File: src/rtl/spi_master_if.sv
// Host-side request/response bundle for spi_master.
// The requester uses the master modport, the SPI engine the slave modport.
interface spi_master_if;
  logic       start;
  logic [7:0] data_in;
  logic       busy;
  logic       done;
  logic [7:0] data_out;

  modport master (
    output start,
    output data_in,
    input  busy,
    input  done,
    input  data_out
  );

  modport slave (
    input  start,
    input  data_in,
    output busy,
    output done,
    output data_out
  );
endinterface

File: src/rtl/spi_master.sv
// Byte-wide SPI mode-0 master, MSB first, s_clk half-period of CLK_DIV clocks.
// Define SPI_MASTER_BURST_EN to chain bytes without releasing slave_sel.
module spi_master #(
  parameter int unsigned CLK_DIV = 4
) (
  input  logic         clk,
  input  logic         reset,
  spi_master_if.slave  host,
  input  logic         miso,
  output logic         s_clk,
  output logic         mosi,
  output logic         slave_sel
);

  localparam logic [2:0] IDLE = 3'd0;
  localparam logic [2:0] LEAD = 3'd1;
  localparam logic [2:0] HIGH = 3'd2;
  localparam logic [2:0] LOW  = 3'd3;
  localparam logic [2:0] DONE = 3'd4;

  localparam logic [7:0] RELOAD = 8'(CLK_DIV - 1);

  logic [2:0] state;
  logic [2:0] state_nxt;
  logic [7:0] div;
  logic [3:0] bits;
  logic [7:0] tx;
  logic [7:0] rx;
  logic [7:0] rx_out;
  logic       expired;
  logic       take;

  assign expired = (div == 8'd0);

`ifdef SPI_MASTER_BURST_EN
  assign take = host.start && (state == IDLE || state == DONE);
`else
  assign take = host.start && (state == IDLE);
`endif

  always_comb begin
    state_nxt = state;
    case (state)
      IDLE: if (take) state_nxt = LEAD;
      LEAD: if (expired) state_nxt = HIGH;
      HIGH: if (expired) state_nxt = LOW;
      LOW: begin
        if (expired) begin
          state_nxt = (bits < 4'd8) ? HIGH : DONE;
        end
      end
      DONE: state_nxt = take ? LEAD : IDLE;
      default: state_nxt = IDLE;
    endcase
  end

  // Shifts happen on the edge that enters HIGH / LOW, i.e. with s_clk.
  always_ff @(posedge clk) begin
    if (!reset) begin
      state  <= IDLE;
      div    <= 8'd0;
      bits   <= 4'd0;
      tx     <= 8'd0;
      rx     <= 8'd0;
      rx_out <= 8'd0;
    end else begin
      state <= state_nxt;
      if (state_nxt != state) begin
        div <= RELOAD;
      end else if (div != 8'd0) begin
        div <= div - 8'd1;
      end
      if (take) begin
        tx   <= host.data_in;
        bits <= 4'd0;
      end
      if (state_nxt == HIGH && state != HIGH) begin
        rx <= {rx[6:0], miso};
      end
      if (state_nxt == LOW && state != LOW) begin
        tx   <= {tx[6:0], 1'b0};
        bits <= bits + 4'd1;
      end
      if (state_nxt == DONE) begin
        rx_out <= rx;
      end
    end
  end

  assign s_clk         = (state == HIGH);
  assign mosi          = tx[7];
  assign host.busy     = (state != IDLE);
  assign host.done     = (state == DONE);
  assign host.data_out = rx_out;

  always_comb begin
    slave_sel = 1'b0;
    case (state)
      IDLE:    slave_sel = 1'b1;
      DONE:    slave_sel = !take;
      default: slave_sel = 1'b0;
    endcase
  end

endmodule

File: src/flat_wrapper.sv
// flat-port wrapper written by rule: the top's interface ports become plain ports
module spi_master_flat 
#(
  parameter int unsigned CLK_DIV = 4
)
  (clk, reset, miso, s_clk, mosi, slave_sel, host_start, host_data_in, host_busy, host_done, host_data_out);
  spi_master_if host_i ();
  input  logic clk;
  input  logic reset;
  input  logic miso;
  output logic s_clk;
  output logic mosi;
  output logic slave_sel;
  input wire logic [$bits(host_i.start)-1:0] host_start;
  input wire logic [$bits(host_i.data_in)-1:0] host_data_in;
  output wire logic [$bits(host_i.busy)-1:0] host_busy;
  output wire logic [$bits(host_i.done)-1:0] host_done;
  output wire logic [$bits(host_i.data_out)-1:0] host_data_out;
  assign host_i.start = host_start;
  assign host_i.data_in = host_data_in;
  assign host_busy = host_i.busy;
  assign host_done = host_i.done;
  assign host_data_out = host_i.data_out;
  spi_master #(.CLK_DIV(CLK_DIV)) u_core (.clk(clk), .reset(reset), .host(host_i), .miso(miso), .s_clk(s_clk), .mosi(mosi), .slave_sel(slave_sel));
endmodule
File: config.mk
export PLATFORM = sky130hd
export DESIGN_NAME = spi_master_flat
export DESIGN_NICKNAME = d
export VERILOG_FILES = /design/src/rtl/spi_master_if.sv /design/src/rtl/spi_master.sv /design/src/flat_wrapper.sv
export SDC_FILE = /design/constraint.sdc
export NUM_CORES = 1
export LEC_CHECK = 0
export CAP_MARGIN = 5
export CORE_MARGIN = 3
export CORE_UTILIZATION = 55
export CTS_BUF_LIST = sky130_fd_sc_hd__clkbuf_2
export DETAILED_ROUTE_END_ITERATION = 8
export PLACE_DENSITY = 0.9
export SLEW_MARGIN = 20
export SYNTH_ARGS = -nofsm -noshare
export SYNTH_HDL_FRONTEND = slang
export SYNTH_SLANG_ARGS = --single-unit
File: constraint.sdc
create_clock -name clk -period 2.3 [get_ports clk]
set_clock_uncertainty 0.1 [all_clocks]
set_input_delay 0.23 -clock clk [delete_from_list [all_inputs] [get_ports clk]]
set_output_delay 0.23 -clock clk [all_outputs]
set_load 0.005 [all_outputs]
==> impl_metrics.json, run 1 <==
{
  "outcome": "finished, final reports clean",
  "yosysTopAreaCellShare": 0.465,
  "powerDensity_nw_per_um2": 1050,
  "first_global_vias": 1323,
  "dpl.cell_count": 227,
  "fin_hold_ws_ps": 267,
  "yosysWarningCount": 0,
  "cp_num_buf_inv": 1,
  "worstPathCellList": "nor2_1 > and2_1 > clkdlybuf4s50_1",
  "ys.flop_type": "dfxtp_1",
  "nets": 217,
  "ys_types": 34,
  "dieArea_um2": 3750,
  "period_minus_slack_ps": 2080,
  "die_h_um": 61.3,
  "dp_hpwl_mm": 2.47,
  "drt-wirelength-per-cell_um": 14.2,
  "worstPathArrival_ps": 1750,
  "fin_cells": 235,
  "antenna_found_initial": 0,
  "post_cts_buffers": 0,
  "cts_root_buf": "clkbuf_2",
  "layout-drive-gt1-share": 0.0735,
  "worst_path_dominant_cell_family": "buffers and inverters",
  "clock_sinks": 39,
  "synth_enable_flop_cells": 0,
  "cts.path.max_buffers": 2,
  "dpl_worst_slack_ps": 241,
  "cts_tree": "built",
  "grt_pass1_wl_mm": 5.64,
  "drt_iter0_drc": 54,
  "syn_area_um2": 1680,
  "cp-start-kind": "flop",
  "syn_to_final_growth_pct": 19.6,
  "rsz0062_at_grt": "no",
  "ff2ff_path_depth": 5,
  "maxSlewHeadroom": 0.694,
  "rrSetupSlack_ps": 220,
  "maxCapViolCount": 0,
  "ios": 25,
  "hold_buffers": 0,
  "cp_max_fo": 7,
  "gp_congestion": 0.858,
  "r2r-start": "u_core.div[0]",
  "rows": 19,
  "critPathCaptureType": "output pin",
  "synth_area_per_cell_um2": 9.39,
  "worst_slack_ps": 217,
  "dr.pass1.iters": 4,
  "ys_seq_area_frac": 0.465,
  "tns_ps": 0,
  "required_ps": 1970,
  "die_width_um": 61.3,
  "num_antenna_cells": 0,
  "timing.critical_path.to": "host_done",
  "clk_pin_slew_ps": 190,
  "wirelength_mm": 3.35,
  "cts_buffers": 5,
  "synth_area_leaders": "dfxtp_1, mux2i_1, nand2_1",
  "globalRouteOverflowTotal": 0,
  "core_um2": 2830,
  "reg2reg_to": "u_core.host.data_out[6]",
  "hold_viol": 0,
  "critPathMaxStageDelay_ps": 500,
  "synth-seq-cells": 39,
  "track_usage": 0.208,
  "grt_max_degree": 26,
  "critPathSlowestCell": "clkdlybuf4s50_1",
  "fill_cells": 238,
  "peakVddDrop_uv": 550,
  "worstSetupPathType": "flop to output pin",
  "vias": 1359,
  "critical_path_depth": 3,
  "report.final.slew_viol_count": 0,
  "synthesis.nets": 193,
  "port_buffers": 24,
  "cts_resized": 0,
  "vias_per_cell": 5.78,
  "yosysTopAreaCell": "dfxtp_1",
  "synthArstFlopShare": 0,
  "period_share": 0.906,
  "ant_nets": 0,
  "min_path_type": "input port to flop",
  "drc": 0,
  "start_util": 0.594,
  "worstSkewPairLatency_ps": 400,
  "fmaxAchievable_mhz": 480,
  "crit_start": "u_core.state[0]",
  "htree_levels": 2,
  "worst_pin_slew_ps": 460,
  "p_leak_nw": 0.875,
  "setup_violations": 0,
  "syn_inst": 179
}
## metal layers
layer  global-route usage  wire length, um  part of all wire  vias to the layer above
met1                0.231             1440              0.43                      647
met4                0.102              119             0.036                        0
met2                0.353             1650              0.49                       34
met5                    0                0                 0                        -
li1                     -                -                 -                      665
met3               0.0734              138             0.041                       13
## through the flow
stage	power (mW)	cell area (um2)	utilization
floorplan	1.50	1680	-
global placement	1.67	1950	0.688
detailed placement	1.72	1950	0.688
CTS	2.12	2010	0.710
global route	2.24	2010	0.710
finish	2.10	2010	0.710
## placed cells by master, fill, tap and decap left out, types with 3 or more instances in the layout
cell type | netlist | final
a211oi_1 | 5 | 5
nand2_1 | 25 | 25
nor2_1 | 19 | 19
inv_1 | 6 | 6
mux2i_1 | 26 | 26
buf_4 | 0 | 4
nand3_1 | 3 | 3
a21oi_1 | 6 | 6
o21ai_0 | 5 | 5
or4_1 | 3 | 3
clkbuf_2 | 0 | 5
dfxtp_1 | 39 | 39
xnor2_1 | 3 | 3
clkdlybuf4s50_1 | 0 | 24
xor2_1 | 3 | 3
## layout make-up
cell class | instances | area (um2) | area share
Tap cell | 31 | 38.8 | 0.0193
Sequential cell | 39 | 781 | 0.389
Clock inverter | 3 | 38.8 | 0.0193
Multi-Input combinational cell | 123 | 833 | 0.415
Inverter | 6 | 22.5 | 0.0112
Clock buffer | 5 | 25.0 | 0.0125
Timing Repair Buffer | 28 | 270 | 0.134
## worst min path at each step
stage | from | end | cells after the start | slack (ps)
floorplan | miso | u_core.rx[0] | 2 | 270
global placement | u_core.host.data_out[3] | u_core.host.data_out[3] | 2 | 350
detailed placement | u_core.host.data_out[1] | u_core.host.data_out[1] | 2 | 360
CTS | miso | u_core.rx[0] | 3 | 250
global route | miso | u_core.rx[0] | 3 | 250
finish | miso | u_core.rx[0] | 3 | 270
## worst min-delay path, delay by kind of cell
kind                   cells  cell delay, ps
buffers and inverters      1             400
muxes                      1              60
and+or+nand+nor            1              50
## cells by family (layout without fill, tap and decap cells)
family	after synthesis	after routing	synth area share
buffers and inverters	17	42	0.0432
adders and majority gates	2	2	0.0149
and+or+nand+nor	65	65	0.197
AOI/OAI and AO/OA	24	24	0.0938
xor gates and xnor gates	6	6	0.0313
DFF	39	39	0.465
muxes	26	26	0.155
## sequential cells by signal, indices dropped and copies added (netlist names)
signal	count
u_core.div	8
u_core.host.data_out	8
u_core.rx	8
u_core.tx	8
u_core.bits	4
u_core.state	3
## where the power goes
part           leakage, nW  internal, mW  total (mW)  switching (mW)
sequential           0.317         0.785       0.898           0.113
clock               0.0404         0.179       0.397           0.218
combinational        0.517         0.396       0.808           0.412
## cell usage after synthesis, types with 3 or more instances
cell type,count
a21oi_1,6
nand2_1,25
xnor2_1,3
dfxtp_1,39
o21ai_0,5
mux2i_1,26
inv_1,6
xor2_1,3
nand3_1,3
a211oi_1,5
clkbuf_1,9
or4_1,3
nor2_1,19
No activity file was read; power rests on OpenSTA's default activity.
==> run 2: changes to the inputs <==
CAP_MARGIN = unset   (was 5)
==> results of run 2 <==
Same layout as run 1: the final DEF is identical, and so are final timing and power.
==> run 3: changes to the inputs <==
CAP_MARGIN = 10   (was unset)
==> results of run 3 <==
Same layout as run 1: the final DEF is identical, and so are final timing and power.
